### src/rtl/filter_pad_streamer_pkg.sv
// filter_pad_streamer_pkg
// Shared definitions for the padded-frame streamer: sequencer state encoding,
// pixel width and the padding geometry helpers (boundary width, padded row width).
package filter_pad_streamer_pkg;

  localparam int PIX_W = 24;

  typedef enum logic [2:0] {
    IDLE  = 3'd0,
    TOP   = 3'd1,
    LEFT  = 3'd2,
    PIX   = 3'd3,
    RIGHT = 3'd4,
    BOT   = 3'd5,
    FIN   = 3'd6
  } state_t;

  // Boundary width: number of zero pixels/rows needed on each side of the image.
  function automatic int calc_bw(input int k);
    return (k - 1) / 2;
  endfunction

  // Padded row width in beats.
  function automatic int calc_rw(input int w, input int k);
    return w + 2 * calc_bw(k);
  endfunction

endpackage

### src/rtl/filter_pad_fifo.sv
// filter_pad_fifo
// Small synchronous prefetch buffer with show-ahead read data: dout always
// presents the oldest entry, pop consumes it. Depth must be a power of two
// (at least 2). Pushes into a full buffer and pops from an empty one are dropped.
module filter_pad_fifo
  import filter_pad_streamer_pkg::*;
#(
  parameter int depth  = 4,
  parameter int data_w = PIX_W
) (
  input  logic                     clk,
  input  logic                     reset,
  input  logic                     push,
  input  logic                     pop,
  input  logic [data_w-1:0]        din,
  output logic [data_w-1:0]        dout,
  output logic                     empty,
  output logic [$clog2(depth):0]   count
);

  localparam int AW = $clog2(depth);
  localparam int CW = AW + 1;
  localparam logic [CW-1:0] FULL_CNT = CW'(depth);

  logic [data_w-1:0] mem [depth];
  logic [AW-1:0]     wr_ptr;
  logic [AW-1:0]     rd_ptr;
  logic              do_push;
  logic              do_pop;

  assign do_push = push && (count != FULL_CNT);
  assign do_pop  = pop && (count != '0);
  assign empty   = (count == '0);
  assign dout    = mem[rd_ptr];

  // Storage array; contents need no reset because the pointers qualify them.
  always_ff @(posedge clk) begin
    if (do_push) begin
      mem[wr_ptr] <= din;
    end
  end

  // Pointers and occupancy; a simultaneous push and pop leaves count unchanged.
  always_ff @(posedge clk or posedge reset) begin
    if (reset) begin
      wr_ptr <= '0;
      rd_ptr <= '0;
      count  <= '0;
    end else begin
      if (do_push) begin
        wr_ptr <= wr_ptr + 1'b1;
      end
      if (do_pop) begin
        rd_ptr <= rd_ptr + 1'b1;
      end
      case ({do_push, do_pop})
        2'b10:   count <= count + 1'b1;
        2'b01:   count <= count - 1'b1;
        default: count <= count;
      endcase
    end
  end

endmodule

### src/rtl/filter_pad_streamer.sv
// filter_pad_streamer
// Streams one zero-padded image frame into a convolution filter. Pixels are
// prefetched from word-addressed memory into filter_pad_fifo while the top and
// left padding beats are being emitted.
// Build option: FILTER_PAD_FLUSH_ROW_EN appends one extra zero row after the
// bottom padding so the downstream filter pipeline drains.
// kernel_size must be at least 3 (the first beat of a frame is a top pad beat).
//
// state | meaning
// IDLE  | waiting for iStart, outputs quiet
// TOP   | next beat is a zero beat of the top padding rows
// LEFT  | next beat is a left-border zero beat of an image row
// PIX   | next beat is an image pixel popped from the prefetch FIFO (stalls if empty)
// RIGHT | next beat is a right-border zero beat of an image row
// BOT   | next beat is a zero beat of the bottom (and optional flush) rows
// FIN   | last beat sent; pulse oDone and return to IDLE
module filter_pad_streamer
  import filter_pad_streamer_pkg::*;
#(
  parameter int width       = 320,
  parameter int height      = 240,
  parameter int kernel_size = 3,
  parameter int fifo_depth  = 4
) (
  input  logic             clk,
  input  logic             reset,
  input  logic             iStart,
  input  logic [31:0]      iBaseAddr,
  output logic             oReq,
  output logic [31:0]      oRdAddress,
  input  logic             iRdValid,
  input  logic [PIX_W-1:0] iRdData,
  output logic             oValid,
  output logic [PIX_W-1:0] oData,
  output logic             oBusy,
  output logic             oDone
);

  localparam int BW = calc_bw(kernel_size);
  localparam int RW = calc_rw(width, kernel_size);
`ifdef FILTER_PAD_FLUSH_ROW_EN
  localparam int FLUSH_ROWS = 1;
`else
  localparam int FLUSH_ROWS = 0;
`endif
  localparam int CW = $clog2(fifo_depth) + 1;

  localparam logic [15:0] RW_LAST  = 16'(RW - 1);
  localparam logic [15:0] BW_LAST  = 16'(BW - 1);
  localparam logic [15:0] W_LAST   = 16'(width - 1);
  localparam logic [15:0] H_LAST   = 16'(height - 1);
  localparam logic [15:0] BOT_LAST = 16'(BW + FLUSH_ROWS - 1);
  localparam logic [31:0] PIX_TOTAL = 32'(width * height);
  localparam logic [CW:0] DEPTH_LIM = (CW + 1)'(fifo_depth);

  state_t            state;
  logic [15:0]       col;
  logic [15:0]       row;
  logic [31:0]       rd_addr;
  logic [31:0]       req_cnt;
  logic [CW-1:0]     outstanding;
  logic [CW:0]       inflight;
  logic              ret_ok;
  logic              start_ok;
  logic              fifo_pop;
  logic              fifo_empty;
  logic [CW-1:0]     fifo_count;
  logic [PIX_W-1:0]  fifo_head;

  // A return with nothing outstanding is stale (e.g. from before a reset) and is dropped.
  assign ret_ok     = iRdValid && (outstanding != '0);
  assign start_ok   = (state == IDLE) && iStart;
  assign inflight   = {1'b0, outstanding} + {1'b0, fifo_count};
  assign oReq       = oBusy && (req_cnt < PIX_TOTAL) && (inflight < DEPTH_LIM);
  assign oRdAddress = rd_addr;
  assign fifo_pop   = (state == PIX) && !fifo_empty;

  filter_pad_fifo #(
    .depth  (fifo_depth),
    .data_w (PIX_W)
  ) u_fifo (
    .clk   (clk),
    .reset (reset),
    .push  (ret_ok),
    .pop   (fifo_pop),
    .din   (iRdData),
    .dout  (fifo_head),
    .empty (fifo_empty),
    .count (fifo_count)
  );

  // Prefetch: raster-order addresses and outstanding-request bookkeeping.
  always_ff @(posedge clk or posedge reset) begin
    if (reset) begin
      rd_addr     <= '0;
      req_cnt     <= '0;
      outstanding <= '0;
    end else begin
      if (start_ok) begin
        rd_addr <= iBaseAddr;
        req_cnt <= '0;
      end else if (oReq) begin
        rd_addr <= rd_addr + 32'd1;
        req_cnt <= req_cnt + 32'd1;
      end
      case ({oReq, ret_ok})
        2'b10:   outstanding <= outstanding + 1'b1;
        2'b01:   outstanding <= outstanding - 1'b1;
        default: outstanding <= outstanding;
      endcase
    end
  end

  // Frame sequencer: registers the beat for the current position, then advances.
  always_ff @(posedge clk or posedge reset) begin
    if (reset) begin
      state  <= IDLE;
      col    <= '0;
      row    <= '0;
      oValid <= 1'b0;
      oData  <= '0;
      oBusy  <= 1'b0;
      oDone  <= 1'b0;
    end else begin
      oValid <= 1'b0;
      oData  <= '0;
      oDone  <= 1'b0;
      case (state)
        IDLE: begin
          if (iStart) begin
            // First top pad beat goes out with the acceptance edge itself.
            state  <= TOP;
            oBusy  <= 1'b1;
            oValid <= 1'b1;
            col    <= 16'd1;
            row    <= '0;
          end
        end
        TOP: begin
          oValid <= 1'b1;
          if (col == RW_LAST) begin
            col <= '0;
            if (row == BW_LAST) begin
              row   <= '0;
              state <= LEFT;
            end else begin
              row <= row + 16'd1;
            end
          end else begin
            col <= col + 16'd1;
          end
        end
        LEFT: begin
          oValid <= 1'b1;
          if (col == BW_LAST) begin
            col   <= '0;
            state <= PIX;
          end else begin
            col <= col + 16'd1;
          end
        end
        PIX: begin
          if (!fifo_empty) begin
            oValid <= 1'b1;
            oData  <= fifo_head;
            if (col == W_LAST) begin
              col   <= '0;
              state <= RIGHT;
            end else begin
              col <= col + 16'd1;
            end
          end
        end
        RIGHT: begin
          oValid <= 1'b1;
          if (col == BW_LAST) begin
            col <= '0;
            if (row == H_LAST) begin
              row   <= '0;
              state <= BOT;
            end else begin
              row   <= row + 16'd1;
              state <= LEFT;
            end
          end else begin
            col <= col + 16'd1;
          end
        end
        BOT: begin
          oValid <= 1'b1;
          if (col == RW_LAST) begin
            col <= '0;
            if (row == BOT_LAST) begin
              row   <= '0;
              state <= FIN;
            end else begin
              row <= row + 16'd1;
            end
          end else begin
            col <= col + 16'd1;
          end
        end
        FIN: begin
          oDone <= 1'b1;
          oBusy <= 1'b0;
          state <= IDLE;
        end
        default: begin
          state <= IDLE;
          oBusy <= 1'b0;
        end
      endcase
    end
  end

endmodule

### config.mk
export PLATFORM = sky130hd
export DESIGN_NAME = filter_pad_streamer
export DESIGN_NICKNAME = d
export VERILOG_FILES = /design/src/rtl/filter_pad_streamer_pkg.sv /design/src/rtl/filter_pad_fifo.sv /design/src/rtl/filter_pad_streamer.sv
export SDC_FILE = /design/constraint.sdc
export NUM_CORES = 1
export LEC_CHECK = 0
export ABC_CLOCK_PERIOD_IN_PS = 10500
export CAP_MARGIN = 20
export CORE_ASPECT_RATIO = 1.25
export CORE_UTILIZATION = 30
export CTS_BUF_LIST = sky130_fd_sc_hd__clkbuf_16
export CTS_CLUSTER_DIAMETER = 30
export DETAILED_ROUTE_END_ITERATION = 10
export GPL_ROUTABILITY_DRIVEN = 0
export REMOVE_ABC_BUFFERS = 1
export SETUP_SLACK_MARGIN = 0.1
export SKIP_CTS_REPAIR_TIMING = 1
export SKIP_LAST_GASP = 1
export SLEW_MARGIN = 5
export SYNTH_ARGS = -nofsm -noshare
export SYNTH_HDL_FRONTEND = slang
export SYNTH_SLANG_ARGS = --single-unit
### constraint.sdc
create_clock -name clk -period 10.5 [get_ports clk]
set_input_delay 2.625 -clock clk [delete_from_list [all_inputs] [get_ports clk]]
set_output_delay 2.625 -clock clk [all_outputs]
set_load 0.01 [all_outputs]
Word level (Yosys, flattened, before mapping)
Memory sizes are Yosys's and may differ from the RTL's.
Cells that the tools add are included.
{ "word_totals": {"reg_bits": 136, "ram_bits": 96, "n_memories": 1} }
{ "mem_list": {"columns": ["memory", "depth", "word_bits", "rd", "rd_clocked_by_memory_dff", "wr", "line", "source"], "rows": [
  ["u_fifo.mem", 4, 24, 1, 0, 1, "filter_pad_fifo.sv:25", "logic [data_w-1:0] mem [depth];"]
]} }
{ "op_classes": {"add_sub_neg": 11, "n_lt_le_gt_ge": 2, "n_eq_ne": 24, "mux": 39, "n_bitwise": 1, "reduce_logical": 27} }
{ "op_table": {"columns": ["op", "n"], "rows": [
  ["$mux 16", 10],
  ["$mux 32", 4],
  ["$add 32x1->32 const B", 2],
  ["$pmux 16 s4", 1],
  ["$mux 24", 2],
  ["$pmux 16 s3", 1],
  ["$add 16x1->16 const B", 2],
  ["$eq 16x9->1 const B", 2],
  ["$logic_not 16->1", 2],
  ["$lt 32x17->1 const B", 1],
  ["$mux 3", 10],
  ["$pmux 3 s6", 1],
  ["$eq 16x8->1 const B", 1],
  ["$ne 2x2->1 const B", 8],
  ["$pmux 3 s2", 2],
  ["$eq 3x3->1 const B", 3],
  ["$reduce_and 9->1", 1],
  ["$reduce_bool 3->1", 3],
  ["$logic_and 1x1->1", 7],
  ["$add 3x1->3 const B", 2],
  ["$eq 3x2->1 const B", 2],
  ["$logic_not 3->1", 2],
  ["$mux 1", 6],
  ["$reduce_bool 2->1", 3],
  ["other kinds (20)", 26]
]} }

Longest topological paths before layout
Gate-level depths: netlist of the first run.
{ "logic_depth": {"depth_word": 6, "depth_mapped": 11, "ltp_nobuf": 11} }

Modules after synthesis
A second synthesis of the first run with hierarchy kept.
{ "unflattened": {"cells_unflattened": 808, "area_unflattened_um2": 10206.0} }
{ "by_module_without_submodules": {"columns": ["module", "n_inst", "cells_each", "area_each_um2"], "rows": [
  ["filter_pad_streamer", 1, 644, 6264.8],
  ["filter_pad_fifo", 1, 164, 3941.3]
]} }

Worst setup path before layout of the first run
Ideal clock, no wire load.
{ "synth_timing": {"path_type": "register to output", "from": "register outstanding[2]", "to": "output oReq", "t_arrival_ps": 1652, "required_ps": 7875, "path_slack_ps": 6223, "stages_incl_launch_ff": 5, "n_path_buf": 0, "cell_sequence": "dfrtp_1 ha_1 nor4b_1 nand4_1 nor3_2"} }
{ "synth_between": {"elab_chain_len": 3} }
{ "synth_lines": {"columns": ["item", "line", "source"], "rows": [
  ["start, declared", "filter_pad_streamer.sv:61", "logic [CW-1:0] outstanding;"],
  ["start signal, assigned", "filter_pad_streamer.sv:107", "2'b10: outstanding <= outstanding + 1'b1;"],
  ["start signal, assigned", "filter_pad_streamer.sv:108", "2'b01: outstanding <= outstanding - 1'b1;"],
  ["start signal, assigned", "filter_pad_streamer.sv:109", "default: outstanding <= outstanding;"],
  ["$add 3x3->4", "filter_pad_streamer.sv:73", "assign inflight = {1'b0, outstanding} + {1'b0, fifo_count};"],
  ["$lt 4x3->1", "filter_pad_streamer.sv:74", "assign oReq = oBusy && (req_cnt < PIX_TOTAL) && (inflight < DEPTH_LIM);"],
  ["$logic_and 1x1->1", "filter_pad_streamer.sv:74", null],
  ["end, declared", "filter_pad_streamer.sv:29", "output logic oReq,"]
]} }
No other way between the ends.

Final worst setup path of the first run
{ "layout_timing": {"from": "register u_fifo.count[2]", "to": "output oReq"} }
{ "layout_between": {"elab_chain_len": 3} }
{ "layout_lines": {"columns": ["item", "line", "source"], "rows": [
  ["start, declared", "filter_pad_fifo.sv:18", "output logic [$clog2(depth):0] count"],
  ["start signal, assigned", "filter_pad_fifo.sv:57", "2'b10: count <= count + 1'b1;"],
  ["start signal, assigned", "filter_pad_fifo.sv:58", "2'b01: count <= count - 1'b1;"],
  ["start signal, assigned", "filter_pad_fifo.sv:59", "default: count <= count;"],
  ["$add 3x3->4", "filter_pad_streamer.sv:73", null],
  ["$lt 4x3->1", "filter_pad_streamer.sv:74", null],
  ["$logic_and 1x1->1", "filter_pad_streamer.sv:74", null]
]} }
No other way between the ends.

==> results of run 1 <==
[metal layers]
metal  track usage (%)  part of all wire (%)  up-vias
li1                  -                     -     3360
met1              16.8                    44     3399
met2              22.1                    48      223
met3              3.28                   5.9       55
met4              4.97                   2.5        0
met5                 0                     0        -
[kinds of logic after synthesis]
family	synth area share [%]
flip-flops	61.1
multiplexers	5.45
XOR/XNOR	4.34
AO/OA/AOI/OAI	8.19
adder cells (fa/ha/maj)	2.21
buffers and inverters	2.54
AND/OR/NAND/NOR	16.1
[cell type report]
type	count	area share (%)
clock buffers	54	9.80
repair buffers	129	9.28
clock inverters	43	3.62
well taps	423	3.84
flip-flops and latches	232	45.6
inverters	25	0.717
multi-input cells	546	27.1
[worst paths after layout]
kind,slack [ps],to,from,cells past startpoint
setup / recovery,4820,oReq,u_fifo.count[2],5
hold / removal,480,req_cnt[30],req_cnt[30],1
setup reg to reg,7490,outstanding[2],u_fifo.count[2],11
hold reg to reg,480,req_cnt[30],req_cnt[30],1
max in group asynchronous,6670,col[8],reset,3
min in group asynchronous,2620,req_cnt[27],reset,2
[stage by stage]
step                setup WS (ps)  hold slack [ps]  util, %
floorplan                    4240              454        -
global route                 4560              502     40.9
finish                       4820              480     40.9
global placement             5390              471     35.4
CTS                          4800              485     40.9
detailed placement           5380              472     35.4
[flip-flops by register name, indices dropped and copies added (netlist names), 2 cells and up]
signal,flops
oData,24
oRdAddress,32
u_fifo.mem,96
outstanding,3
u_fifo.rd_ptr,2
row,16
state,3
req_cnt,32
u_fifo.wr_ptr,2
u_fifo.count,3
col,16
[critical path: cells and delay by family (launching register included)]
kind | cells | cell delay [ps]
adders and majority gates | 1 | 280
DFF | 1 | 410
buffers and inverters | 1 | 680
and+or+nand+nor | 3 | 1140
[layout by cell type (no fill, tap or decap), types with 4 or more instances in the layout]
cell,netlist,final
dfrtp_1,136,136
o21ai_0,46,46
bufinv_16,0,9
nor4_1,8,8
clkinv_4,0,4
and3_1,18,18
clkinv_1,0,5
and2_1,49,48
buf_4,0,9
clkinv_2,0,5
mux4_2,24,24
clkinvlp_4,0,10
a21o_1,9,9
xnor2_1,24,24
inv_6,0,6
clkbuf_16,0,54
edfxtp_1,96,96
ha_1,15,15
or3_1,4,4
nand2_1,80,80
nor2_1,55,55
nor2b_1,7,7
inv_1,25,28
a31oi_1,15,15
nor3_1,18,17
nand4_1,23,23
nand3_1,31,31
a21oi_1,24,24
a22o_1,14,14
clkdlybuf4s50_1,0,119
xor2_1,27,27
and4_1,9,9
[where the power goes]
part,leakage (nW),internal [mW],total (mW),switching [mW]
logic,1.98,0.504,1.01,0.505
clock network,0.889,1.15,1.68,0.525
registers,2.50,1.19,1.34,0.153
total,5.36,2.85,4.03,1.18
==> impl_metrics.yaml, run 1 <==
run_status:
  outcome: "finished clean"
global_route:
  antenna_found_initial: 1
  grt_pass1_wl_um: 37700
  grt_pass1_vias: 7377
  track_usage_pct: 13.3
  grt_max_degree: 87
  grt_overflow: 0
sta:
  max_slew.worst_pin.slew_ps: 972
  slew_headroom_pct: 35.0
  slew_violations: 0
  hold_viol_final: 0
  finalSetupTns_ps: 0
  clock_skew_ps: 18.5
  rsz0062_at_grt: "false"
  period_minus_slack_ps: 5680
  setup_viol_count_final: 0
  fmax_mhz: 176
  period_share_pct: 54.1
detailed_routing:
  drt-total-wl_um: 22800
  final_antenna_net_count: 0
  drt_iter0_drc: 317
  drc_errors: 0
  avgViaCountPerCell: 4.85
  wl_per_cell_um: 15.7
  vias: 7037
  drtPass1Iterations: 4
setup_path:
  startpoint_type: "flop"
  cp-end-kind: "primary output"
  slowest_delay_ps: 680
  path_cells: "ha_1 -> nor4b_1 -> nand4_1 -> nor3_2 -> clkdlybuf4s50_1"
  cp.required_ps: 7880
  critPathMaxFanout: 8
  path_class: "flop to primary output"
  critPathSlowestCell: "clkdlybuf4s50_1"
  crit_arrival_ps: 3050
yosys:
  synth_seq_cells: 232
  yosysWarningCount: 0
  yosys.cell_count.top_type: "dfrtp_1"
  synth_area_leader_cell: "dfrtp_1"
  synth_edf_count: 96
  synth_area_leaders: "dfrtp_1, edfxtp_1, mux4_2, and2_1, nand2_1"
  synth_top_area_share_pct: 33.1
  syn_area_um2: 10300
  synth_ff_type: "dfrtp_1"
  avgSynthCellArea_um2: 12.2
  syn_inst: 844
  ys_types: 59
  ys_async_sr_fraction_pct: 58.6
  ys_seq_area_share_pct: 61.1
  ys_top_cells_by_count: "dfrtp_1, edfxtp_1, nand2_1"
layout:
  register_area_um2: 6290
  stdcell_area_um2: 13800
  final_cells: 1452
  fin_nets: 1065
  antennaDiodeCount: 0
  areaGrowthSynthToFinish_pct: 34.1
  fillCellCount: 3141
  drive_gt1_share_pct: 13.1
  multiInputGateArea_um2: 3740
power_and_ir_drop:
  p_total_mw: 4.03
  p_leak_nw: 5.36
  ir_worst_vdd_v: 0.000160
  powerDensity_nw_per_um2: 292
placement:
  place_area_um2: 11900
  numPlacedInstances: 1354
  post-dp-hpwl_um: 14200
  portBuffers: 119
clock_network:
  cts_buffers: 54
  clk_pin_slew_ps: 40
  clock_latency_ps: 550
  cts-root-buf: "clkbuf_16"
  clockBufferDepth: 3
  numClockSinks: 232
  h-tree-depth: 2
  cts_tree: "done"
floorplanning:
  fp.dieArea_um2: 35000
  core_um2: 33700
  row_count: 75
  num_io_pins: 120
  die-width_um: 168
  start_util_pct: 30.5
  dieHeight_um: 209
job:
  maxCapViolCount: 0
min_path:
  hp-class: "flop to flop"
Power figures use the tool's default switching activity.
==> run 2, diff against run 1 <==
ABC_CLOCK_PERIOD_IN_PS = 5500   (was 10500)
clock period = 5.5 ns   (was 10.5 ns; I/O delays follow)
==> impl_metrics.yaml, run 2 (synthesis gave the netlist of run 1 again) <==
run_status:
  outcome: "finished clean"
setup_path:
  crit_arrival_ps: 3080
  cp.required_ps: 4120
  path_class: "flop to primary output"
  cp-end-kind: "primary output"
  startpoint_type: "flop"
  cp_top_family: "simple AND/OR/NAND/NOR gates"
  cp.buffers_inverters: 1
  critPathMaxFanout: 8
  slowest_delay_ps: 680
  rr_worst_depth: 11
  critPathSlowestCell: "clkdlybuf4s50_1"
  path_cells: "ha_1 -> nor4b_1 -> nand4_1 -> nor3_2 -> clkdlybuf4s50_1"
  crit_cells: 5
layout:
  fillCellCount: 3165
  largest_reg_flops: 96
  fin_nets: 1063
  areaGrowthSynthToFinish_pct: 32.9
  largest-register: "u_fifo.mem"
  drive_gt1_share_pct: 12.8
  final_cell_mix: "dfrtp_1, clkdlybuf4s50_1, edfxtp_1"
  layout_commonest_cell: "dfrtp_1"
  antennaDiodeCount: 0
detailed_routing:
  drt-total-wl_um: 22900
  final_antenna_net_count: 0
  vias: 7046
  avgViaCountPerCell: 4.86
  drt_iter0_drc: 404
  drc_errors: 0
  wl_per_cell_um: 15.8
  drtPass1Iterations: 4
global_route:
  grt_pass1_wl_um: 37300
  grt_max_degree: 84
  track_usage_pct: 13.2
  grt_overflow: 0
  antenna_found_initial: 0
  grt_pass1_vias: 7177
power_and_ir_drop:
  p_leak_nw: 5.32
  powerDensity_nw_per_um2: 548
  ir_worst_vdd_v: 0.000326
clock_network:
  clockBufferDepth: 3
  numClockSinks: 232
  cts_buffers: 50
  cts-root-buf: "clkbuf_16"
  clk_pin_slew_ps: 50
  clock_latency_ps: 550
  h-tree-depth: 2
  cts_tree: "done"
min_path:
  min_path_cells: 1
  hp-class: "flop to flop"
sta:
  setup_viol_count_final: 0
  rsz0062_at_grt: "false"
  period_minus_slack_ps: 4460
  hold-worst-slack_ps: 484
  period_share_pct: 81.0
  clock_skew_ps: 26.6
  fmax_mhz: 224
  finalSetupTns_ps: 0
  slew_violations: 0
  hold_viol_final: 0
  max_slew.worst_pin.slew_ps: 1010
  slew_headroom_pct: 32.3
floorplanning:
  core_um2: 33700
  num_io_pins: 120
  row_count: 75
  dieHeight_um: 209
  die-width_um: 168
  start_util_pct: 30.5
  fp.dieArea_um2: 35000
placement:
  post-dp-hpwl_um: 14200
  portBuffers: 119
job:
  maxCapViolCount: 0
==> run 2: cell types whose count changed in the layout (fill, tap and decap cells not counted), moves of 2 or more <==
cell / before / now
clkbuf_16: 54 / 50
clkinvlp_4: 10 / 7
bufinv_16: 9 / 6
inv_6: 6 / 10
buf_4: 9 / 11
==> run 2: routing by layer <==
metal	share of wire [%]	routed length [um]	GRT usage (%)	up-vias
met1	46	10500	17.1	3439
met2	47	10800	21.7	208
met5	0	0	0	-
met3	5.5	1270	3.14	40
li1	-	-	-	3359
met4	1.8	422	4.24	0
==> run 2: area by class of cell <==
| class | count | area (um^2) | area share (%) |
|---|---|---|---|
| timing repair buffer | 131 | 1290 | 9.47 |
| tap | 423 | 529 | 3.87 |
| multi-input combinational | 546 | 3740 | 27.4 |
| clock buffer | 50 | 1250 | 9.16 |
| inverter | 25 | 98.8 | 0.723 |
| clock inverter | 44 | 463 | 3.39 |
| sequential | 232 | 6290 | 46.0 |
==> run 2: where the power goes <==
part / leakage, nW / switching, mW / internal [mW] / total (mW)
clock: 0.836 / 1.02 / 1.97 / 2.98
sequential: 2.50 / 0.292 / 2.27 / 2.56
combinational: 1.99 / 0.967 / 0.969 / 1.94
total: 5.32 / 2.28 / 5.21 / 7.48
==> run 2: path summary, 6_finish.rpt <==
kind	from	endpoint	slack, ps
max	u_fifo.count[2]	oReq	1040
min in group asynchronous	reset	req_cnt[4]	1390
max in group asynchronous	reset	u_fifo.count[0]	3190
max reg2reg	u_fifo.count[2]	outstanding[2]	2420
min	req_cnt[25]	req_cnt[25]	480
min reg2reg	req_cnt[25]	req_cnt[25]	480
==> run 2: metrics by stage <==
stage	setup WS [ps]	area [um^2]	instances	power (mW)	utilization [%]
floorplan	486	10100	803	3.71	-
global placement	1610	11900	1356	4.51	35.4
detailed placement	1550	11900	1356	4.54	35.4
CTS	975	13600	1450	7.58	40.5
global route	870	13700	1451	7.90	40.6
finish	1040	13700	1451	7.48	40.6
==> run 2: worst register-to-register path: cells and delay by family, from the launching register on <==
family	cells	cell delay (ps)
fa+ha+maj	3	740
simple gates	4	1240
flops	1	410
xor+xnor	2	320
buf+inv	2	260
==> run 3, diff against run 2 <==
ABC_CLOCK_PERIOD_IN_PS = 4000   (was 5500)
clock period = 4 ns   (was 5.5 ns; I/O delays follow)
==> impl_metrics.yaml, run 3 (synthesis gave the netlist of run 1 again) <==
run_status:
  outcome: "finished clean"
detailed_routing:
  drc_errors: 0
  avgViaCountPerCell: 4.89
  drt_iter0_drc: 441
  drtPass1Iterations: 4
  drt-total-wl_um: 22800
  vias: 7127
  final_antenna_net_count: 0
  wl_per_cell_um: 15.6
clock_network:
  cts-root-buf: "clkbuf_16"
  clk_pin_slew_ps: 50
  numClockSinks: 232
  clockBufferDepth: 3
  cts_tree: "done"
  h-tree-depth: 2
  cts_buffers: 51
  clock_latency_ps: 550
global_route:
  grt_max_degree: 63
  grt_pass1_wl_um: 37600
  grt_pass1_vias: 7353
  antenna_found_initial: 0
  grt_overflow: 0
  track_usage_pct: 13.2
setup_path:
  critPathMaxFanout: 5
  cp.buffers_inverters: 1
  cp-end-kind: "primary output"
  cp.required_ps: 3000
  path_cells: "ha_1 -> nor4b_1 -> nand4_1 -> nor3_2 -> clkdlybuf4s50_1"
  crit_path_start: "u_fifo.count[2]"
  cp_top_family: "simple AND/OR/NAND/NOR gates"
  path_class: "flop to primary output"
  slowest_delay_ps: 600
  startpoint_type: "flop"
  r2r-start: "u_fifo.count[2]"
  critPathSlowestCell: "clkdlybuf4s50_1"
  crit_arrival_ps: 2730
sta:
  hold-worst-slack_ps: 482
  setup_viol_count_final: 0
  rsz0062_at_grt: "false"
  hold_viol_final: 0
  slew_violations: 0
  slew_headroom_pct: 39.3
  fmax_mhz: 268
  period_minus_slack_ps: 3730
  period_share_pct: 93.4
  max_slew.worst_pin.slew_ps: 911
  clock_skew_ps: 21.4
layout:
  fin_util_pct: 40.9
  final_cells: 1458
  stdcell_area_um2: 13800
  fin_nets: 1069
  register_area_um2: 6290
  largest_reg_flops: 96
  largest-register: "u_fifo.mem"
  layout_commonest_cell: "dfrtp_1"
  drive_gt1_share_pct: 14.0
  multiInputGateArea_um2: 3740
  fillCellCount: 3150
  areaGrowthSynthToFinish_pct: 33.9
  antennaDiodeCount: 0
  final_cell_mix: "dfrtp_1, clkdlybuf4s50_1, edfxtp_1"
placement:
  portBuffers: 119
  numPlacedInstances: 1361
  place_area_um2: 12000
  post-dp-hpwl_um: 14300
job:
  maxCapViolCount: 0
floorplanning:
  core_um2: 33700
  start_util_pct: 30.5
  die-width_um: 168
  num_io_pins: 120
  row_count: 75
  dieHeight_um: 209
  fp.dieArea_um2: 35000
min_path:
  holdCritStartpoint: "req_cnt[27]"
  hp-class: "flop to flop"
power_and_ir_drop:
  p_total_mw: 10.4
  ir_worst_vdd_v: 0.000438
  p_leak_nw: 5.40
  powerDensity_nw_per_um2: 756
[run 3: cell count changes in the layout (fill, tap and decap cells not counted), moves of 2 or more]
cell,delta
clkbuf_16,+3
inv_8,+8
buf_4,+4
clkinv_2,+2
clkinv_1,-5
bufinv_16,-2
inv_6,+2
clkinvlp_4,-4
[run 3: layer usage]
metal | share of wire (%) | track usage, % | routed length (um) | vias up
met4 | 2.1 | 4.40 | 469 | 0
met3 | 5.4 | 3.35 | 1230 | 44
li1 | - | - | - | 3385
met2 | 48 | 22.3 | 10900 | 201
met5 | 0 | 0 | 0 | -
met1 | 45 | 16.5 | 10200 | 3497
[run 3: worst paths after layout]
path,endpoint,slack (ps),cells after the start
min,req_cnt[27],480,1
max,oReq,270,5
min reg2reg,req_cnt[27],480,1
min in group asynchronous,oData[5],940,2
max reg2reg,outstanding[2],1140,12
max in group asynchronous,col[15],2390,3
[run 3: power by group]
part / switching (mW) / internal (mW) / leakage, nW
Sequential: 0.444 / 3.12 / 2.50
Combinational: 1.29 / 1.35 / 2.02
Clock: 1.47 / 2.74 / 0.885
Total: 3.20 / 7.21 / 5.40
[run 3: final cells by class]
class	instances	share of cell area, %
multi-input cells	546	27.2
well taps	423	3.84
clock buffers	53	9.63
inverters	25	0.718
repair buffers	136	9.81
flip-flops and latches	232	45.6
clock inverters	43	3.18
[run 3: per-stage QoR]
stage	worst slack, ps	TNS, ps
after floorplan	-639	-86970
after global placement	845	0
after detailed placement	826	0
after CTS	243	0
after global routing	125	0
final	266	0
